--- src/rtl/vga_reg_pkg.sv ---
// Shared types for the display register-write initiator.
// Bus widths match the sprite/score peripheral's write port.
package vga_reg_pkg;

    localparam int ADDR_W = 9;
    localparam int DATA_W = 32;

    typedef struct packed {
        logic              last;
        logic [ADDR_W-1:0] addr;
        logic [DATA_W-1:0] data;
    } reg_wr_t;

    typedef enum logic {
        IDLE,
        DRAIN
    } wr_state_e;

endpackage

--- src/rtl/vga_reg_writer_if.sv ---
// Update stream from game logic into the register writer.
// The game side is the master; the writer is the slave.
interface vga_reg_writer_if #(
    parameter int ADDR_W = 9,
    parameter int DATA_W = 32
);
    logic              in_valid;
    logic              in_ready;
    logic [ADDR_W-1:0] in_address;
    logic [DATA_W-1:0] in_writedata;
    logic              in_last;

    modport master (
        output in_valid,
        output in_address,
        output in_writedata,
        output in_last,
        input  in_ready
    );

    modport slave (
        input  in_valid,
        input  in_address,
        input  in_writedata,
        input  in_last,
        output in_ready
    );
endinterface

--- src/rtl/reg_wr_fifo.sv ---
// Synchronous FIFO of register-write entries.
// Head entry is visible combinationally on rdata.
module reg_wr_fifo
    import vga_reg_pkg::*;
#(
    parameter type T     = reg_wr_t,
    parameter int  DEPTH = 8,
    localparam int AW    = (DEPTH > 1) ? $clog2(DEPTH) : 1,
    localparam int CW    = $clog2(DEPTH + 1)
) (
    input  logic          clk,
    input  logic          reset,
    input  logic          push,
    input  logic          pop,
    input  T              wdata,
    output T              rdata,
    output logic          full,
    output logic          empty,
    output logic [CW-1:0] count
);

    T              mem [DEPTH];
    logic [AW-1:0] wr_ptr;
    logic [AW-1:0] rd_ptr;

    assign rdata = mem[rd_ptr];
    assign full  = count == CW'(DEPTH);
    assign empty = count == '0;

    always_ff @(posedge clk) begin
        if (push)
            mem[wr_ptr] <= wdata;
    end

    // Power-of-2 depth lets the pointers wrap naturally.
    always_ff @(posedge clk or posedge reset) begin
        if (reset) begin
            wr_ptr <= '0;
            rd_ptr <= '0;
            count  <= '0;
        end else begin
            if (push)
                wr_ptr <= wr_ptr + 1'b1;
            if (pop)
                rd_ptr <= rd_ptr + 1'b1;
            unique case ({push, pop})
                2'b10:   count <= count + 1'b1;
                2'b01:   count <= count - 1'b1;
                default: count <= count;
            endcase
        end
    end

endmodule

--- src/rtl/vga_reg_writer.sv ---
// Buffers register updates as frame-atomic batches and replays
// them on the display write bus only during vertical blank.
module vga_reg_writer #(
    parameter int DEPTH  = 8,
    parameter int ADDR_W = vga_reg_pkg::ADDR_W,
    parameter int DATA_W = vga_reg_pkg::DATA_W
) (
    input  logic              clk,
    input  logic              reset,
    vga_reg_writer_if.slave   up,
    input  logic              vblank,
    output logic              chipselect,
    output logic              write,
    output logic [ADDR_W-1:0] address,
    output logic [DATA_W-1:0] writedata,
    output logic              busy,
    output logic              forced_commit
);
    import vga_reg_pkg::*;

    localparam int CW = $clog2(DEPTH + 1);

    typedef struct packed {
        logic              last;
        logic [ADDR_W-1:0] addr;
        logic [DATA_W-1:0] data;
    } entry_t;

    wr_state_e     state, state_n;
    entry_t        wr_e, head;
    logic          push, pop, full, empty;
    logic          force_last, inc, dec;
    logic [CW-1:0] count, batches, batches_n;

    assign up.in_ready = !full;
    assign push        = up.in_valid && !full;
    // Last free slot always closes a batch so a full FIFO can drain.
    assign force_last  = count == CW'(DEPTH - 1);
    assign wr_e = '{last: up.in_last | force_last,
                    addr: up.in_address,
                    data: up.in_writedata};

    reg_wr_fifo #(
        .T     (entry_t),
        .DEPTH (DEPTH)
    ) u_fifo (
        .clk   (clk),
        .reset (reset),
        .push  (push),
        .pop   (pop),
        .wdata (wr_e),
        .rdata (head),
        .full  (full),
        .empty (empty),
        .count (count)
    );

    always_comb begin
        pop     = 1'b0;
        state_n = state;
        unique case (state)
            IDLE:  pop = vblank && batches != '0 && !empty;
            DRAIN: pop = !empty;
        endcase
        inc       = push && wr_e.last;
        dec       = pop && head.last;
        batches_n = batches;
        unique case (1'b1)
            inc && !dec: batches_n = batches + 1'b1;
            dec && !inc: batches_n = batches - 1'b1;
            default:     batches_n = batches;
        endcase
        // A started batch finishes regardless of vblank.
        if (pop)
            state_n = (head.last && !(vblank && batches_n != '0))
                      ? IDLE : DRAIN;
    end

    always_ff @(posedge clk or posedge reset) begin
        if (reset) begin
            state         <= IDLE;
            batches       <= '0;
            chipselect    <= 1'b0;
            write         <= 1'b0;
            busy          <= 1'b0;
            address       <= '0;
            writedata     <= '0;
            forced_commit <= 1'b0;
        end else begin
            state         <= state_n;
            batches       <= batches_n;
            chipselect    <= pop;
            write         <= pop;
            busy          <= pop;
            forced_commit <= push && force_last && !up.in_last;
            if (pop) begin
                address   <= head.addr;
                writedata <= head.data;
            end
        end
    end

endmodule

--- src/flat_wrapper.sv ---
// flat-port wrapper written by rule: the top's interface ports become plain ports
module vga_reg_writer_flat import vga_reg_pkg::*;
#(
    parameter int DEPTH  = 8,
    parameter int ADDR_W = vga_reg_pkg::ADDR_W,
    parameter int DATA_W = vga_reg_pkg::DATA_W
)
  (clk, reset, vblank, chipselect, write, address, writedata, busy, forced_commit, up_in_valid, up_in_address, up_in_writedata, up_in_last, up_in_ready);
  vga_reg_writer_if #(.ADDR_W(ADDR_W), .DATA_W(DATA_W)) up_i ();
  input  logic clk;
  input  logic reset;
  input  logic vblank;
  output logic chipselect;
  output logic write;
  output logic [ADDR_W-1:0] address;
  output logic [DATA_W-1:0] writedata;
  output logic busy;
  output logic forced_commit;
  input wire logic [$bits(up_i.in_valid)-1:0] up_in_valid;
  input wire logic [$bits(up_i.in_address)-1:0] up_in_address;
  input wire logic [$bits(up_i.in_writedata)-1:0] up_in_writedata;
  input wire logic [$bits(up_i.in_last)-1:0] up_in_last;
  output wire logic [$bits(up_i.in_ready)-1:0] up_in_ready;
  assign up_i.in_valid = up_in_valid;
  assign up_i.in_address = up_in_address;
  assign up_i.in_writedata = up_in_writedata;
  assign up_i.in_last = up_in_last;
  assign up_in_ready = up_i.in_ready;
  vga_reg_writer #(.DEPTH(DEPTH), .ADDR_W(ADDR_W), .DATA_W(DATA_W)) u_core (.clk(clk), .reset(reset), .up(up_i), .vblank(vblank), .chipselect(chipselect), .write(write), .address(address), .writedata(writedata), .busy(busy), .forced_commit(forced_commit));
endmodule
--- config.mk ---
export PLATFORM = sky130hd
export DESIGN_NAME = vga_reg_writer_flat
export DESIGN_NICKNAME = d
export VERILOG_FILES = /design/src/rtl/vga_reg_pkg.sv /design/src/rtl/vga_reg_writer_if.sv /design/src/rtl/reg_wr_fifo.sv /design/src/rtl/vga_reg_writer.sv /design/src/flat_wrapper.sv
export SDC_FILE = /design/constraint.sdc
export NUM_CORES = 1
export LEC_CHECK = 0
export BUFFER_PORTS_ARGS = -buffer_cell sky130_fd_sc_hd__buf_2
export CAP_MARGIN = 20
export CORE_ASPECT_RATIO = 0.5
export CORE_UTILIZATION = 38
export DETAILED_ROUTE_END_ITERATION = 6
export PLACE_DENSITY = 0.5
export SYNTH_ARGS = -nofsm -noshare
export SYNTH_HDL_FRONTEND = slang
export SYNTH_SLANG_ARGS = --single-unit
--- constraint.sdc ---
create_clock -name clk -period 9.25 [get_ports clk]
set_input_delay 2.775 -clock clk [delete_from_list [all_inputs] [get_ports clk]]
set_output_delay 2.775 -clock clk [all_outputs]
set_load 0.03 [all_outputs]
==> metrics.csv <==
stage,metric,value,unit
status,outcome,finished clean,
global_route,grt_start_max_net_pins,61,
cells_and_area,syn2layout_area_growth,15.92,%
synth,ys_seq_area_share,76.82,%
detailed_routing,num_vias,6932,
power,p_clk_share,27.6,%
clock_network,cts_root_buf,clkbuf_16,
sta,clock.fmax,187.7,MHz
die,initial_core_util,38.60,%
sta,tns,0,ns
place,place_hpwl,15010,µm
setup_path,crit_type,in2reg,
global_route,grt_usage,14.94,%
synth,synth_seq_cells,394,
detailed_routing,avgRoutedWirePerCell,21.41,µm
cells_and_area,finalNonFillerCells,1391,
sta,hold_violations,0,
synth,syn_area_per_cell,20.75,µm²
synth,yosysTopAreaCellShare,67.16,%
setup_path,required,9.65,ns
detailed_routing,route.detailed.drc,0,
sta,slew_viol_final,0,
synth,synth.distinct_cells,40,
sta,relSlewSlack,30.23,%
sta,rsz0062_at_grt,false,
detailed_routing,first_pass_iters,4,
synth,synth.top_cells.by_area,"edfxtp_1 (67%), mux4_2 (12%), dfrtp_1 (9.7%)",
clock_network,clock_latency,0.53,ns
power,swShare,31.52,%
synth,synth.largest_area_cell,edfxtp_1,
sta,setup_viol,0,
clock_network,postCtsSetupBuffers,0,
sta,skew,0.01975,ns
power,power_density,338.1,nW/µm²
die,core,38920,µm²
clock_network,cts_sinks,394,
clock_network,cts_tree,done,
synth,yosys_warnings,0,
global_route,antenna_found_initial,0,
place,gp_congestion,0.6977,
global_route,grt_pass1_vias,7216,
setup_path,arrival,5.73,ns
detailed_routing,drt_iter0_markers,481,
worst_hold_path,hp-class,reg2reg,
global_route,grt_pass1_wl,44530,µm
clock_network,htreeDepth,2,
clock_network,post_cts_resized,0,
sta,fin_crit,5.328,ns
place,placed_cells,1323,
power,p_comb_share,28.3,%
die,rows,51,
setup_path,worstSetupEndpointType,flop,
cells_and_area,antenna_cells,0,
power,p_switching,0.001856,W
clock_network,ctsHoldBuffers,0,
clock_network,cts_made_buffers,37,
global_route,globalRouteOverflowTotal,0,
die,die_x,283.2,µm
setup_path,start_kind,input pin,
power,ir_worst_vdd,0.1267,mV
clock_network,cts.path.max_buffers,3,
detailed_routing,wl,29790,µm
clock_network,cts.clk_slew.worst_paths,0.06,ns
synth,syn-cell-area,15020,µm²
power,seq_power_share,44.0,%
detailed_routing,ant_nets,0,
synth,synth_fp_nets,779,
synth,netlist_instances,724,
die,die_area,40380,µm²
die,io-pin-count,92,
place,io_buffers,91,
setup_path,cp_max_fo,46,
detailed_routing,routed_via_density,4.983,
power,p_int,0.004032,W
sta,tightest_slew,1.046,ns
cells_and_area,fill_cells,3363,
cells_and_area,drive_gt1_share,30.78,%
sta,min_period_over_period,57.60,%
cells_and_area,final_nets,887,
power,leakage,5.944,nW
die,die_h,142.6,µm
run,cap_violations,0,
-- critical path: stages --
cell and delay, ns:
buf_2 0.10, o41ai_1 0.09, a21o_4 0.50, buf_4 0.58
a2111oi_4 0.09, ha_1 0.29, xor2_1 0.18, ha_1 0.20
a21oi_1 0.14, mux2i_1 0.24, xnor2_1 0.10, nand3b_1 0.16
o211a_1 0.23
-- synthesized netlist by cell type, drive strengths merged --
master   count
mux4        83
nor3         6
nand2b       4
a2111oi      2
ha           8
buf         32
edfxtp     336
nand4b       1
fa           1
o211a        1
nand2       54
a41oi        1
nor2b        2
mux2i       43
o21ai       43
inv          7
xnor2        8
nor4b        1
nor2         7
nor4bb       1
a22o         1
clkbuf       4
a21oi        3
o41ai        1
clkinv       1
nor4         2
nand3b       1
and2         1
o31ai        1
mux2         2
nor3b        2
dfrtp       58
xor2         4
a21o         2
-- routing by layer --
layer	GRT usage, %	share of wire, %
met3	2.708	3.2
met4	3.642	1.5
met5	0	0
met2	25.18	49
met1	20.24	46
-- cell families after synthesis --
| kind of cell | Yosys count | synth area share [%] |
|---|---|---|
| flops | 394 | 76.82 |
| mux | 128 | 15.46 |
| simple gates | 82 | 2.432 |
| compound gates | 55 | 2.182 |
| buf+inv | 44 | 1.607 |
| xor+xnor | 12 | 0.6996 |
| fa+ha+maj | 9 | 0.7996 |
-- worst paths after layout --
| path | slack (ns) | end | cells after the start | from |
|---|---|---|---|---|
| worst min-delay path | 0.48 | u_core.writedata[2]$_DFFE_PP0P_ | 2 | u_core.writedata[2]$_DFFE_PP0P_ |
| max in group asynchronous | 5.94 | u_core.u_fifo.rd_ptr[1]$_DFFE_PP0P_ | 3 | reset |
| min in group asynchronous | 2.25 | u_core.writedata[31]$_DFFE_PP0P_ | 2 | reset |
| worst max register to register | 5.37 | u_core.state$_DFFE_PP0P_ | 12 | u_core.batches[1]$_DFF_PP0_ |
| worst min register to register | 0.48 | u_core.writedata[2]$_DFFE_PP0P_ | 2 | u_core.writedata[2]$_DFFE_PP0P_ |
| worst max-delay path | 3.92 | u_core.state$_DFFE_PP0P_ | 13 | vblank |
-- sequential cells by signal (all words and copies together), names as in the netlist --
name                  count
u_core.u_fifo.rd_ptr      3
u_core.address            9
u_core.writedata         32
u_core.u_fifo.count       4
u_core.batches            4
u_core.forced_commit      1
u_core.u_fifo.mem       336
u_core.u_fifo.wr_ptr      3
u_core.chipselect         1
u_core.state              1
-- power groups by stage --
stage / clock [W] / sequential, W / combinational [W]
3_5_place_dp: 0 / 0.00264 / 0.00172
3_3_place_gp: 0 / 0.00263 / 0.00169
2_1_floorplan: 0 / 0.00265 / 0.00122
4_1_cts: 0.00168 / 0.00261 / 0.00172
6_report: 0.00163 / 0.00259 / 0.00167
5_1_grt: 0.00174 / 0.00264 / 0.00183
-- placed cells by master, fill, tap and decap left out, types with 4 or more instances in the layout --
master / netlist / final
nand2_1: 54 / 54
inv_2: 4 / 4
edfxtp_1: 336 / 336
buf_2: 10 / 91
xor2_1: 4 / 4
clkbuf_16: 0 / 39
clkbuf_8: 0 / 5
nor2_1: 7 / 4
clkinv_2: 0 / 5
clkbuf_1: 4 / 10
bufinv_16: 0 / 6
buf_4: 17 / 14
mux2i_1: 43 / 43
nor3_2: 0 / 4
dfrtp_1: 58 / 55
mux4_2: 83 / 83
nand2b_1: 4 / 4
o21ai_1: 41 / 41
xnor2_1: 8 / 8
ha_1: 8 / 8
-- final cells by class --
class | count | area [µm²] | area share [%]
timing repair buffer | 105 | 560.5 | 3.219
tap | 530 | 663.1 | 3.808
sequential | 394 | 11550 | 66.34
clock buffer | 54 | 1082 | 6.215
clock inverter | 14 | 229.0 | 1.315
multi-input combinational | 286 | 3296 | 18.93
inverter | 8 | 31.28 | 0.1796
-- metrics by stage --
step           hold slack, ns  utilization (%)  setup slack [ns]  area (µm²)  total power, W
6_report               0.4802            44.74             3.922       17410        0.005888
5_1_grt                0.5132            44.74             3.703       17410        0.006211
4_1_cts                0.4849            44.74             3.901       17410        0.006008
3_5_place_dp           0.4706            41.37             3.344       16100        0.004361
3_3_place_gp           0.4646            41.37             3.443       16100        0.004320
2_1_floorplan          0.4593                -             1.647       15020        0.003873
No activity file was read; power rests on OpenSTA's default activity.
